[config.mk]
export PLATFORM = sky130hd
export DESIGN_NAME = cos_angle_reducer
export DESIGN_NICKNAME = d
export VERILOG_FILES = /design/src/rtl/cos_angle_reducer.sv
export SDC_FILE = /design/constraint.sdc
export NUM_CORES = 1
export LEC_CHECK = 0
export CAP_MARGIN = 25
export CORE_AREA = 2 2 77 93
export CTS_CLUSTER_DIAMETER = 100
export CTS_CLUSTER_SIZE = 8
export DETAILED_ROUTE_END_ITERATION = 10
export DIE_AREA = 0 0 79 95
export GPL_TIMING_DRIVEN = 1
export PLACE_DENSITY = 0.76
export REMOVE_ABC_BUFFERS = 1
export SYNTH_ARGS = -nofsm -noshare
export SYNTH_HDL_FRONTEND = slang
export SYNTH_SLANG_ARGS = --single-unit
[constraint.sdc]
create_clock -name clk -period 2.6 [get_ports clk]
set_input_delay 0.39 -clock clk [delete_from_list [all_inputs] [get_ports clk]]
set_output_delay 0.39 -clock clk [all_outputs]
set_load 0.02 [all_outputs]
[src/rtl/cos_angle_reducer.sv]
// Reduces an unsigned integer angle in degrees to the first quadrant for a
// cosine evaluation. The result is x_deg in 0..90 as an IEEE-754 single and a
// sign flag so that cos(angle) = (neg ? -1 : 1) * cos(x_deg).
//
// Ports:
//   clk, rst           rising-edge clock, synchronous active-high reset
//   angle, in_valid    input angle in integer degrees (ANGLE_W bits, ANGLE_W >= 9)
//   in_ready           high only while idle; an angle is accepted on in_valid & in_ready
//   x_deg, neg         reduced angle (float32) and cosine sign flag
//   out_valid          result valid; held stable until out_ready
//   out_ready          downstream accepts the result
module cos_angle_reducer #(
  parameter int unsigned ANGLE_W = 16
) (
  input  logic               clk,
  input  logic               rst,
  input  logic [ANGLE_W-1:0] angle,
  input  logic               in_valid,
  output logic               in_ready,
  output logic [31:0]        x_deg,
  output logic               neg,
  output logic               out_valid,
  input  logic               out_ready
);

  localparam logic [2:0] IDLE   = 3'd0;
  localparam logic [2:0] REDUCE = 3'd1;
  localparam logic [2:0] FOLD   = 3'd2;
  localparam logic [2:0] NORM   = 3'd3;
  localparam logic [2:0] DONE   = 3'd4;

  localparam int unsigned R_W   = 7;
  localparam int unsigned EXP_W = 8;

  localparam logic [ANGLE_W-1:0] FULL_TURN = ANGLE_W'(360);
  // Biased exponent for a value whose leading one sits at bit 6 (64..127).
  localparam logic [EXP_W-1:0]   EXP_INIT  = EXP_W'(133);

  logic [2:0]         state, state_nxt;
  logic [ANGLE_W-1:0] d, d_nxt;
  logic [R_W-1:0]     r, r_nxt;
  logic [EXP_W-1:0]   exp_q, exp_nxt;
  logic [31:0]        x_nxt;
  logic               neg_nxt;
  logic [8:0]         d9;

  // After REDUCE the remainder is below 360, so 9 bits hold it exactly.
  assign d9 = 9'(d);

  // Next-state and datapath next values.
  always_comb begin
    state_nxt = state;
    d_nxt     = d;
    r_nxt     = r;
    exp_nxt   = exp_q;
    x_nxt     = x_deg;
    neg_nxt   = neg;
    case (state)
      IDLE: begin
        if (in_valid) begin
          d_nxt     = angle;
          state_nxt = REDUCE;
        end
      end
      REDUCE: begin
        // One subtraction per cycle; never underflows since d >= 360 here.
        if (d >= FULL_TURN) begin
          d_nxt = d - FULL_TURN;
        end else begin
          state_nxt = FOLD;
        end
      end
      FOLD: begin
        if (d9 <= 9'd90) begin
          r_nxt   = R_W'(d9);
          neg_nxt = 1'b0;
        end else if (d9 <= 9'd180) begin
          r_nxt   = R_W'(9'd180 - d9);
          neg_nxt = 1'b1;
        end else if (d9 <= 9'd270) begin
          r_nxt   = R_W'(d9 - 9'd180);
          neg_nxt = 1'b1;
        end else begin
          r_nxt   = R_W'(9'd360 - d9);
          neg_nxt = 1'b0;
        end
        exp_nxt   = EXP_INIT;
        state_nxt = NORM;
      end
      NORM: begin
        // Left-justify r; the leading one becomes the implicit mantissa bit.
        if (r == '0) begin
          x_nxt     = 32'h0000_0000;
          state_nxt = DONE;
        end else if (r[R_W-1]) begin
          x_nxt     = {1'b0, exp_q, r[R_W-2:0], 17'b0};
          state_nxt = DONE;
        end else begin
          r_nxt   = {r[R_W-2:0], 1'b0};
          exp_nxt = exp_q - EXP_W'(1);
        end
      end
      DONE: begin
        if (out_ready) begin
          state_nxt = IDLE;
        end
      end
      default: begin
        state_nxt = IDLE;
      end
    endcase
  end

  // State, datapath and registered handshake outputs.
  always_ff @(posedge clk) begin
    if (rst) begin
      state     <= IDLE;
      d         <= '0;
      r         <= '0;
      exp_q     <= '0;
      x_deg     <= 32'h0000_0000;
      neg       <= 1'b0;
      in_ready  <= 1'b1;
      out_valid <= 1'b0;
    end else begin
      state     <= state_nxt;
      d         <= d_nxt;
      r         <= r_nxt;
      exp_q     <= exp_nxt;
      x_deg     <= x_nxt;
      neg       <= neg_nxt;
      in_ready  <= (state_nxt == IDLE);
      out_valid <= (state_nxt == DONE);
    end
  end

endmodule

Word level (Yosys, flattened, before mapping)
Cells that the tools add are included.
{ "classes": {"addsub": 5, "n_lt_le_gt_ge": 4, "n_eq_ne": 9, "muxes": 23, "n_reduce_logical": 10} }
{ "ops": {"columns": ["cell", "n"], "rows": [
  ["two-way mux 32 bit", 2],
  ["two-way mux 7 bit", 5],
  ["two-way mux 16 bit", 2],
  ["one-hot mux 16 bit (2 select lines)", 1],
  ["greater-or-equal comparator 16 x 9 -> 1 bit (second input constant)", 1],
  ["two-way mux 8 bit", 2],
  ["one-hot mux 8 bit (2 select lines)", 1],
  ["subtractor 16 x 9 -> 16 bit (second input constant)", 1],
  ["two-way mux 3 bit", 5],
  ["one-hot mux 3 bit (5 select lines)", 1],
  ["one-hot mux 7 bit (2 select lines)", 1],
  ["<= comparator 9 x 7 -> 1 bit (second input constant)", 1],
  ["<= comparator 9 x 8 -> 1 bit (second input constant)", 1],
  ["<= comparator 9 bit (second input constant)", 1],
  ["!= test 2 bit (second input constant)", 4],
  ["subtractor 8 x 1 -> 8 bit (second input constant)", 1],
  ["zero test 7 bit", 1],
  ["subtractor 6 x 7 -> 7 bit (first input constant)", 1],
  ["subtractor 7 x 6 -> 7 bit (second input constant)", 1],
  ["subtractor 7 bit (first input constant)", 1],
  ["equality test 3 x 2 -> 1 bit (second input constant)", 2],
  ["equality test 3 bit (second input constant)", 2],
  ["zero test 3 bit", 2],
  ["AND reduction 3 bit", 2],
  ["other kinds (4)", 9]
]} }
{ "word_totals": {"regBits": 69, "in_bits": 20, "word_cells": 60} }

Longest topological paths before layout
Gate-level depths: netlist of run 1.
{ "logic_depth": {"depth_word": 5, "ltp_mapped": 9} }

Worst setup path after synthesis of run 1
Ideal clock, no wire load.
{ "synth_path": {"path_kind": "register -> register", "startpoint": "register d[4]", "endpoint": "register r[5]", "setup_ps": 86, "arrival_ps": 2145, "required_time_ps": 2514, "slack_ps": 369, "path_stages_with_launch": 9, "synth_period_minus_slack_ps": 2231, "path_cell_list": "dfxtp_1 -> clkbuf_1 -> inv_1 -> ha_1 -> and4_1 -> a211o_1 -> o22ai_1 -> a22oi_1 -> a211oi_1"} }
{ "synth_via": {"elab_chain_cells": 5, "word_cells_on_any_way": 10, "cone_classes": "add/sub (3); order compare (3); mux (4)"} }
{ "synth_rtl": {"columns": ["element", "line", "text"], "rows": [
  ["start: declaration", "40", "logic [ANGLE_W-1:0] d, d_nxt;"],
  ["start signal: assignment", "127", "d <= d_nxt;"],
  ["<= comparator 9 bit, or another cell as far along", "80", "end else if (d9 <= 9'd270) begin"],
  ["two-way mux 7 bit", "80", null],
  ["two-way mux 7 bit", "77", "end else if (d9 <= 9'd180) begin"],
  ["two-way mux 7 bit *", "74", "if (d9 <= 9'd90) begin"],
  ["one-hot mux 7 bit (2 select lines) *", "58", "case (state)"],
  ["end signal: assignment", "128", "r <= r_nxt;"],
  ["end: declaration", "41", "logic [R_W-1:0] r, r_nxt;"]
]} }
Every way passes the cells marked *; elsewhere a longest branch is shown, timed or not.
A chain may end at the register's enable or synchronous reset.

Worst setup path after layout of run 1
{ "layout_path": {"startpoint": "register d[3]", "endpoint": "register r[5]"} }
The elaborated chain is that of the path after synthesis.

==> reports/results.tsv, run 1 <==
stage	metric	value	unit
outcome	status	finished, final reports clean	
clocking	cts_hold_buf	0	
power	p_seq_share	31.3	%
critical_path	crit_type	reg2reg	
synthesis	synth_top_family_by_area	compound AO/OA/AOI/OAI gates	
global_route	overflow	0	
clocking	clock_path_buffers	2	
clocking	root_buffer	clkbuf_8	
layout	drive_gt1_share	8.02	%
flow_run	drv_cap	0	
timing	max_freq	0.441	GHz
synthesis	synth_cells	392	
global_route	grt_pass1_vias	2846	
synthesis	synth_area	0.00320	mm^2
floorplan	rows	33	
timing	hold_viol	0	
layout	final_util	55.7	%
synthesis	yosysSeqAreaShare	31.9	%
critical_path	worstPathRequired	2.82	ns
route	vias_per_cell	5.84	
critical_path	cp_data_arrival_time	2.49	ns
critical_path	r2r_end	r[5]	
route	num_vias	2986	
synthesis	synth_mux_area_share	0.664	%
synthesis	yosys_warnings	0	
hold_path	hp-start	x_deg[19]	
route	routed_wl	7.73	mm
timing	tns	0	ns
synthesis	ys.flop_type	dfxtp_1	
global_route	antenna_found_initial	0	
clocking	clk_latency	0.32	ns
floorplan	core_area	0.00669	mm^2
clocking	post_cts_buffers	0	
timing	period_share	87.2	%
layout	final_area	0.00373	mm^2
placed_design	gp_congestion	0.894	
layout	antennaDiodeCount	0	
route	drt_iter0_drc	178	
critical_path	rr_worst_depth	6	
global_route	grt.total_usage	21.1	%
synthesis	synth_compound_area_share	27.8	%
timing	skew	0.0133	ns
power	switching_share	45.8	%
power	power.internal	2090	uW
synthesis	synthTopCellsByArea	dfxtp_1 32%, ha_1 4.7%, a22oi_1 4.5%, a21oi_1 4.2%, buf_4 4.2%	
timing	fin_hold_ws	0.462	ns
synthesis	synth_top_area_share	31.9	%
floorplan	initial_core_util	47.9	%
layout	syn_to_final_growth	16.4	%
synthesis	synth-simple-area-share	22.1	%
hold_path	hold_path_depth	2	
synthesis	yosys.area.top_type	dfxtp_1	
global_route	grt_pass1_wl	12.8	mm
placed_design	placed_area	0.00362	mm^2
clocking	clkTransAtPathRegs	0.11	ns
placed_design	dpl.cell_count	502	
critical_path	reg2reg_from	d[3]	
hold_path	hp-class	reg2reg	
synthesis	synth_commonest_cells	51 x dfxtp_1, 27 x a21oi_1, 27 x clkbuf_1, 26 x nor2_1, 25 x nand2_1	
timing	setup_viol	0	
power	p_switching	1770	uW
synthesis	synthAdderAreaFrac	4.69	%
floorplan	chipWidth	79	um
timing	period_minus_slack	2.27	ns
critical_path	crit_fanout	10	
floorplan	die_h	95	um
global_route	grt_max_degree	20	
power	p_leak	0.00138	uW
layout	nets	455	
floorplan	die-area	0.00751	mm^2
route	postRouteAntennaNets	0	
placed_design	dp_hpwl	5.81	mm
timing	rsz0062_at_grt	false	
critical_path	regToRegSetupSlack	0.33	ns
synthesis	synth_enable_flop_cells	0	
power	p_clk_share	12.8	%
layout	multi_input_area	0.00196	mm^2
clocking	cts_max_level	2	
hold_path	worstHoldEndpoint	x_deg[19]	
critical_path	endpoint_kind	flip-flop	
timing	relSlewSlack	57.8	%
timing	finalMaxSlewViolations	0	
clocking	clkSinkCount	51	
layout	layout.cells.non_filler	511	
placed_design	port_buffers	36	
power	power_density	1030	mW/mm^2
floorplan	io_pins	55	
synthesis	avgSynthCellArea	8.17	um^2
power	combPwrFrac	55.9	%
synthesis	synthXorXnorAreaFrac	3.56	%
synthesis	ys_ff_latch	51	
layout	fillers	646	
clocking	cts_tree	yes	
critical_path	startpoint_type	flip-flop	
power	ir_worst_vdd	0.606	mV
route	drc_errors	0	
timing	worst_pin_slew	0.630	ns
synthesis	post-synth-top-count-cell	dfxtp_1	
route	wire_per_inst	15.1	um
layout	regArea	0.00102	mm^2
synthesis	ys_types	65	
route	drt-pass1-iter-count	5	
clocking	cts_buffers	5	
synthesis	async_reset_ff_share	0	%
==> flip-flops by register name, summed over array words and instances, names as in the netlist <==
register / flops
exp_q: 8
out_valid: 1
r: 7
in_ready: 1
d: 16
x_deg: 14
state: 3
neg: 1
==> layout by cell type, fill, tap and decap left out, types with 4 or more instances in the layout <==
master and instances:
a211oi_1 7, nor3_1 13, o211ai_1 5, nand2_1 25
dfxtp_1 51, ha_1 12, xnor2_1 10, clkdlybuf4s50_1 36
buf_4 18, nand3_1 10, conb_1 18, a31oi_1 7
o32ai_1 5, nor3b_1 4, a22oi_1 19, or3_1 6
nor2_1 26, o21ai_1 6, nand2b_1 11, or4_1 8
inv_1 13, clkbuf_8 5, and2_1 5, a21oi_1 27
o21ai_0 6
==> critical path, stage by stage, from the launching register on <==
cell and delay [ns]:
dfxtp_1 0.53, ha_1 0.27, nand3_1 0.15, a211o_1 0.34, o22ai_1 0.46, a22oi_1 0.18
a211oi_1 0.24
==> worst max path at each step <==
stage	slack (ns)	start	cells past startpoint	end
floorplan	0.31	d[4]	5	d[15]
global placement	0.33	d[2]	7	r[3]
detailed placement	0.23	d[3]	6	r[3]
CTS	0.22	d[2]	7	r[3]
global route	0.18	d[3]	7	r[2]
finish	0.33	d[3]	6	r[5]
==> kinds of logic (layout without fill, tap and decap cells) <==
kind of cell / after synthesis / count (layout)
AOI/OAI and AO/OA: 123 / 123
xor gates and xnor gates: 13 / 13
adders and majority gates: 12 / 12
buffers and inverters: 60 / 75
DFF: 51 / 51
muxes: 2 / 2
other: 1 / 18
and+or+nand+nor: 130 / 130
==> power groups by stage <==
stage,sequential (uW),clock [uW],combinational [uW]
after floorplan,1220,0,1490
after global placement,1210,0,2080
after detailed placement,1220,0,2120
after CTS,1200,506,2130
after global routing,1240,540,2360
final,1210,492,2160
==> per-layer routing <==
layer  vias to the layer above  routed length [um]  global-route usage [%]
li1                       1479                   -                       -
met1                      1392                3170                    23.4
met2                        90                4020                    39.3
met3                        25                 327                    3.92
met4                         0                 202                    8.33
met5                         -                   0                       0
==> what timing repair did <==
action | in CTS | in global routing
setup endpoints to repair | 0 | 1
hold endpoints to repair | 0 | 0
gates resized for setup | 0 | 1
==> final cells by class <==
type / count / share of cell area (%)
multi-input cells: 298 / 52.5
repair buffers: 54 / 13.3
clock inverters: 3 / 0.772
well taps: 87 / 2.92
inverters: 13 / 1.31
clock buffers: 5 / 1.85
flip-flops and latches: 51 / 27.4
==> through the flow <==
step                total power (uW)  worst slack [ns]
floorplan                       2710             0.315
global placement                3280             0.333
detailed placement              3340             0.228
CTS                             3840             0.225
global route                    4140             0.181
finish                          3860             0.334
No activity file was read; power rests on OpenSTA's default activity.
==> run 2: changes to the inputs <==
--- a/config.mk
+++ b/config.mk
@@ -5,15 +5,18 @@
 export SDC_FILE = /design/constraint.sdc
 export NUM_CORES = 1
 export LEC_CHECK = 0
+export ABC_AREA = 1
 export CAP_MARGIN = 25
-export CORE_AREA = 2 2 77 93
+export CORE_AREA = 2 2 80 97
 export CTS_CLUSTER_DIAMETER = 100
 export CTS_CLUSTER_SIZE = 8
 export DETAILED_ROUTE_END_ITERATION = 10
-export DIE_AREA = 0 0 79 95
+export DIE_AREA = 0 0 82 99
 export GPL_TIMING_DRIVEN = 1
 export PLACE_DENSITY = 0.76
+export RECOVER_POWER = 25
 export REMOVE_ABC_BUFFERS = 1
+export SKIP_LAST_GASP = 1
 export SYNTH_ARGS = -nofsm -noshare
 export SYNTH_HDL_FRONTEND = slang
 export SYNTH_SLANG_ARGS = --single-unit
==> run 2 against run 1 <==
Compared with the run above:
- clock-buffer cell count rose by 1
- sequential share of layout area fell by 1.4 points
- synthesized cell count rose by 39%
- maximum frequency rose by 6.2%
- final cell count rose by 29%
- first-iteration DRC count fell by 25%
- combinational power fell by 33%
- final area rose by 5.3%
- flip-flop and latch count did not move
- routed wire length rose by 5.4%
- area after synthesis rose by 9.7%
- largest cell class unchanged
==> reports/results.tsv, run 2 <==
stage	metric	value	unit
placed_design	gp_congestion	1.02	
placed_design	port_buffers	36	
critical_path	endpoint_kind	flip-flop	
timing	period_minus_slack	2.13	ns
timing	relSlewSlack	47.9	%
layout	layout.cells.non_filler	661	
power	p_leak	0.00186	uW
layout	nets	602	
clocking	cts_max_level	2	
critical_path	cp_slowest_cell	dfxtp_1	
power	total_power	3080	uW
critical_path	crit_type	reg2reg	
synthesis	yosys.area.top_type	dfxtp_1	
outcome	status	finished, final reports clean	
floorplan	rows	34	
timing	period_share	82.1	%
synthesis	avgSynthCellArea	6.47	um^2
layout	largest_reg_flops	16	
floorplan	chipWidth	82	um
route	top_layer_used	met4	
synthesis	synth_cells	543	
route	drt-pass1-iter-count	5	
hold_path	hp-class	reg2reg	
clocking	clock_path_buffers	2	
critical_path	startpoint_type	flip-flop	
synthesis	ys_ff_latch	51	
critical_path	cp_data_arrival_time	2.36	ns
global_route	grt.total_usage	20.9	%
critical_path	worstPathRequired	2.82	ns
critical_path	critical_path_buf_inv_count	1	
synthesis	async_reset_ff_share	0	%
synthesis	synthTopCellsByArea	dfxtp_1 29%, nand2_1 17%, nand3_1 6.7%, a21oi_1 6.1%, nor2_1 5.9%	
clocking	root_buffer	clkbuf_8	
timing	tns	0	ns
critical_path	max_stage_delay	0.42	ns
route	postRouteAntennaNets	0	
flow_run	drv_cap	0	
clocking	clk_latency	0.32	ns
route	vias_per_cell	5.11	
route	wl_met2	4.09	mm
placed_design	dpl.cell_count	653	
route	routed_wl	8.14	mm
synthesis	yosysSeqAreaShare	29.1	%
clocking	post_cts_buffers	0	
synthesis	synth_area	0.00351	mm^2
floorplan	initial_core_util	49.1	%
global_route	grt_pass1_vias	3162	
timing	max_freq	0.469	GHz
global_route	overflow	0	
clocking	cts_resized	0	
timing	setup_viol	0	
timing	worst_pin_slew	0.780	ns
global_route	grt_pass1_wl	13.6	mm
power	ir_worst_vdd	0.443	mV
timing	hold_viol	0	
synthesis	synth_commonest_cells	155 x nand2_1, 55 x nor2_1, 51 x dfxtp_1, 47 x nand3_1, 43 x a21oi_1	
placed_design	dp_hpwl	6.02	mm
layout	top_register	d	
route	drc_errors	0	
layout	final_common_cell	nand2_1	
timing	finalMaxSlewViolations	0	
clocking	clkSinkCount	51	
layout	final_util	54.9	%
synthesis	ys.flop_type	dfxtp_1	
layout	most-common-layout-cells	155 x nand2_1, 55 x nor2_1, 51 x dfxtp_1, 48 x nand3_1	
timing	skew	0.0148	ns
clocking	cts_buffers	5	
route	wire_per_inst	12.3	um
floorplan	core_area	0.00715	mm^2
critical_path	worst_path_dominant_cell_family	simple AND/OR/NAND/NOR gates	
floorplan	die-area	0.00812	mm^2
clocking	clkTransAtPathRegs	0.10	ns
route	routed-wl-met3	420	um
timing	rsz0062_at_grt	false	
global_route	antenna_found_initial	0	
critical_path	worstPathCellList	inv_1, ha_1, nor2_1, nand2_1, nand2_1, nor2_2, nand4_1, nand3_1, nand2_1, nor2_2, nor2_2	
floorplan	die_h	99	um
layout	drive_gt1_share	10.3	%
power	power_density	784	mW/mm^2
clocking	cts_hold_buf	0	
critical_path	crit_fanout	10	
route	num_vias	3377	
synthesis	synth_enable_flop_cells	0	
layout	syn_to_final_growth	11.8	%
route	m1WireLength	3.46	mm
synthesis	ys_types	34	
synthesis	post-synth-top-count-cell	nand2_1	
global_route	grt_max_degree	27	
route	drt_iter0_drc	134	
layout	antennaDiodeCount	0	
synthesis	synth_top_area_share	29.1	%
synthesis	yosys_warnings	0	
clocking	cts_tree	yes	
layout	top_regs	d: 16 flops, x_deg: 14 flops, exp_q: 8 flops	
floorplan	io_pins	55	
-- run 2: changes by cell type in the layout (fill, tap and decap cells not counted), moves of 11 or more --
cell / change
nor3_1: -11
clkdlybuf4s50_1: -12
dlygate4sd3_1: +12
nor2_1: +29
a22oi_1: -19
nand3_1: +38
o21ai_0: +17
nor2_2: +20
a21oi_1: +16
buf_4: -14
inv_1: +30
nand2_1: +130
nand2b_1: -11
-- run 2: worst paths after layout --
| path | endpoint | startpoint | slack [ns] | cells after the start |
|---|---|---|---|---|
| max | d[15] | d[3] | 0.47 | 11 |
| min | x_deg[25] | x_deg[25] | 0.47 | 2 |
| max reg2reg | d[15] | d[3] | 0.47 | 11 |
| min reg2reg | x_deg[25] | x_deg[25] | 0.47 | 2 |
-- run 2: worst reg2reg max path: cells and delay by family (launching register included) --
family | cells | cell delay, ns
buffers and inverters | 1 | 0.34
AND/OR/NAND/NOR | 9 | 1.01
adder cells (fa/ha/maj) | 1 | 0.29
flip-flops | 1 | 0.42
-- run 2: where the power goes --
group | total, uW | switching [uW] | internal (uW)
Combinational | 1440 | 940 | 497
Sequential | 1030 | 155 | 879
Clock | 605 | 288 | 317
Total | 3080 | 1380 | 1690
-- run 2: kinds of logic after synthesis --
family | after synthesis | synth area share, %
DFF | 51 | 29.1
AOI/OAI and AO/OA | 74 | 11.3
other | 1 | 0.107
adders and majority gates | 12 | 4.27
xor gates and xnor gates | 13 | 3.24
buffers and inverters | 91 | 13.6
and+or+nand+nor | 301 | 38.4
-- run 2: cell type report --
class | instances | area, um^2
clock buffer | 6 | 82.6
clock inverter | 2 | 38.8
multi-input combinational | 418 | 2070
inverter | 54 | 208
sequential | 51 | 1020
fill | 703 | 3220
timing repair buffer | 40 | 390
tap | 90 | 113
-- run 2: per-layer routing --
metal	up-vias	track usage, %
met5	-	0
met3	24	3.30
met4	0	7.44
met2	116	37.3
met1	1496	24.7
li1	1741	-
-- run 2: metrics by stage --
stage	hold slack (ns)	setup slack, ns	area (um^2)
4_1_cts	0.467	0.501	3930
3_5_place_dp	0.453	0.523	3810
2_1_floorplan	0.452	0.896	3310
6_report	0.467	0.466	3930
3_3_place_gp	0.447	0.540	3810
5_1_grt	0.490	0.269	3930
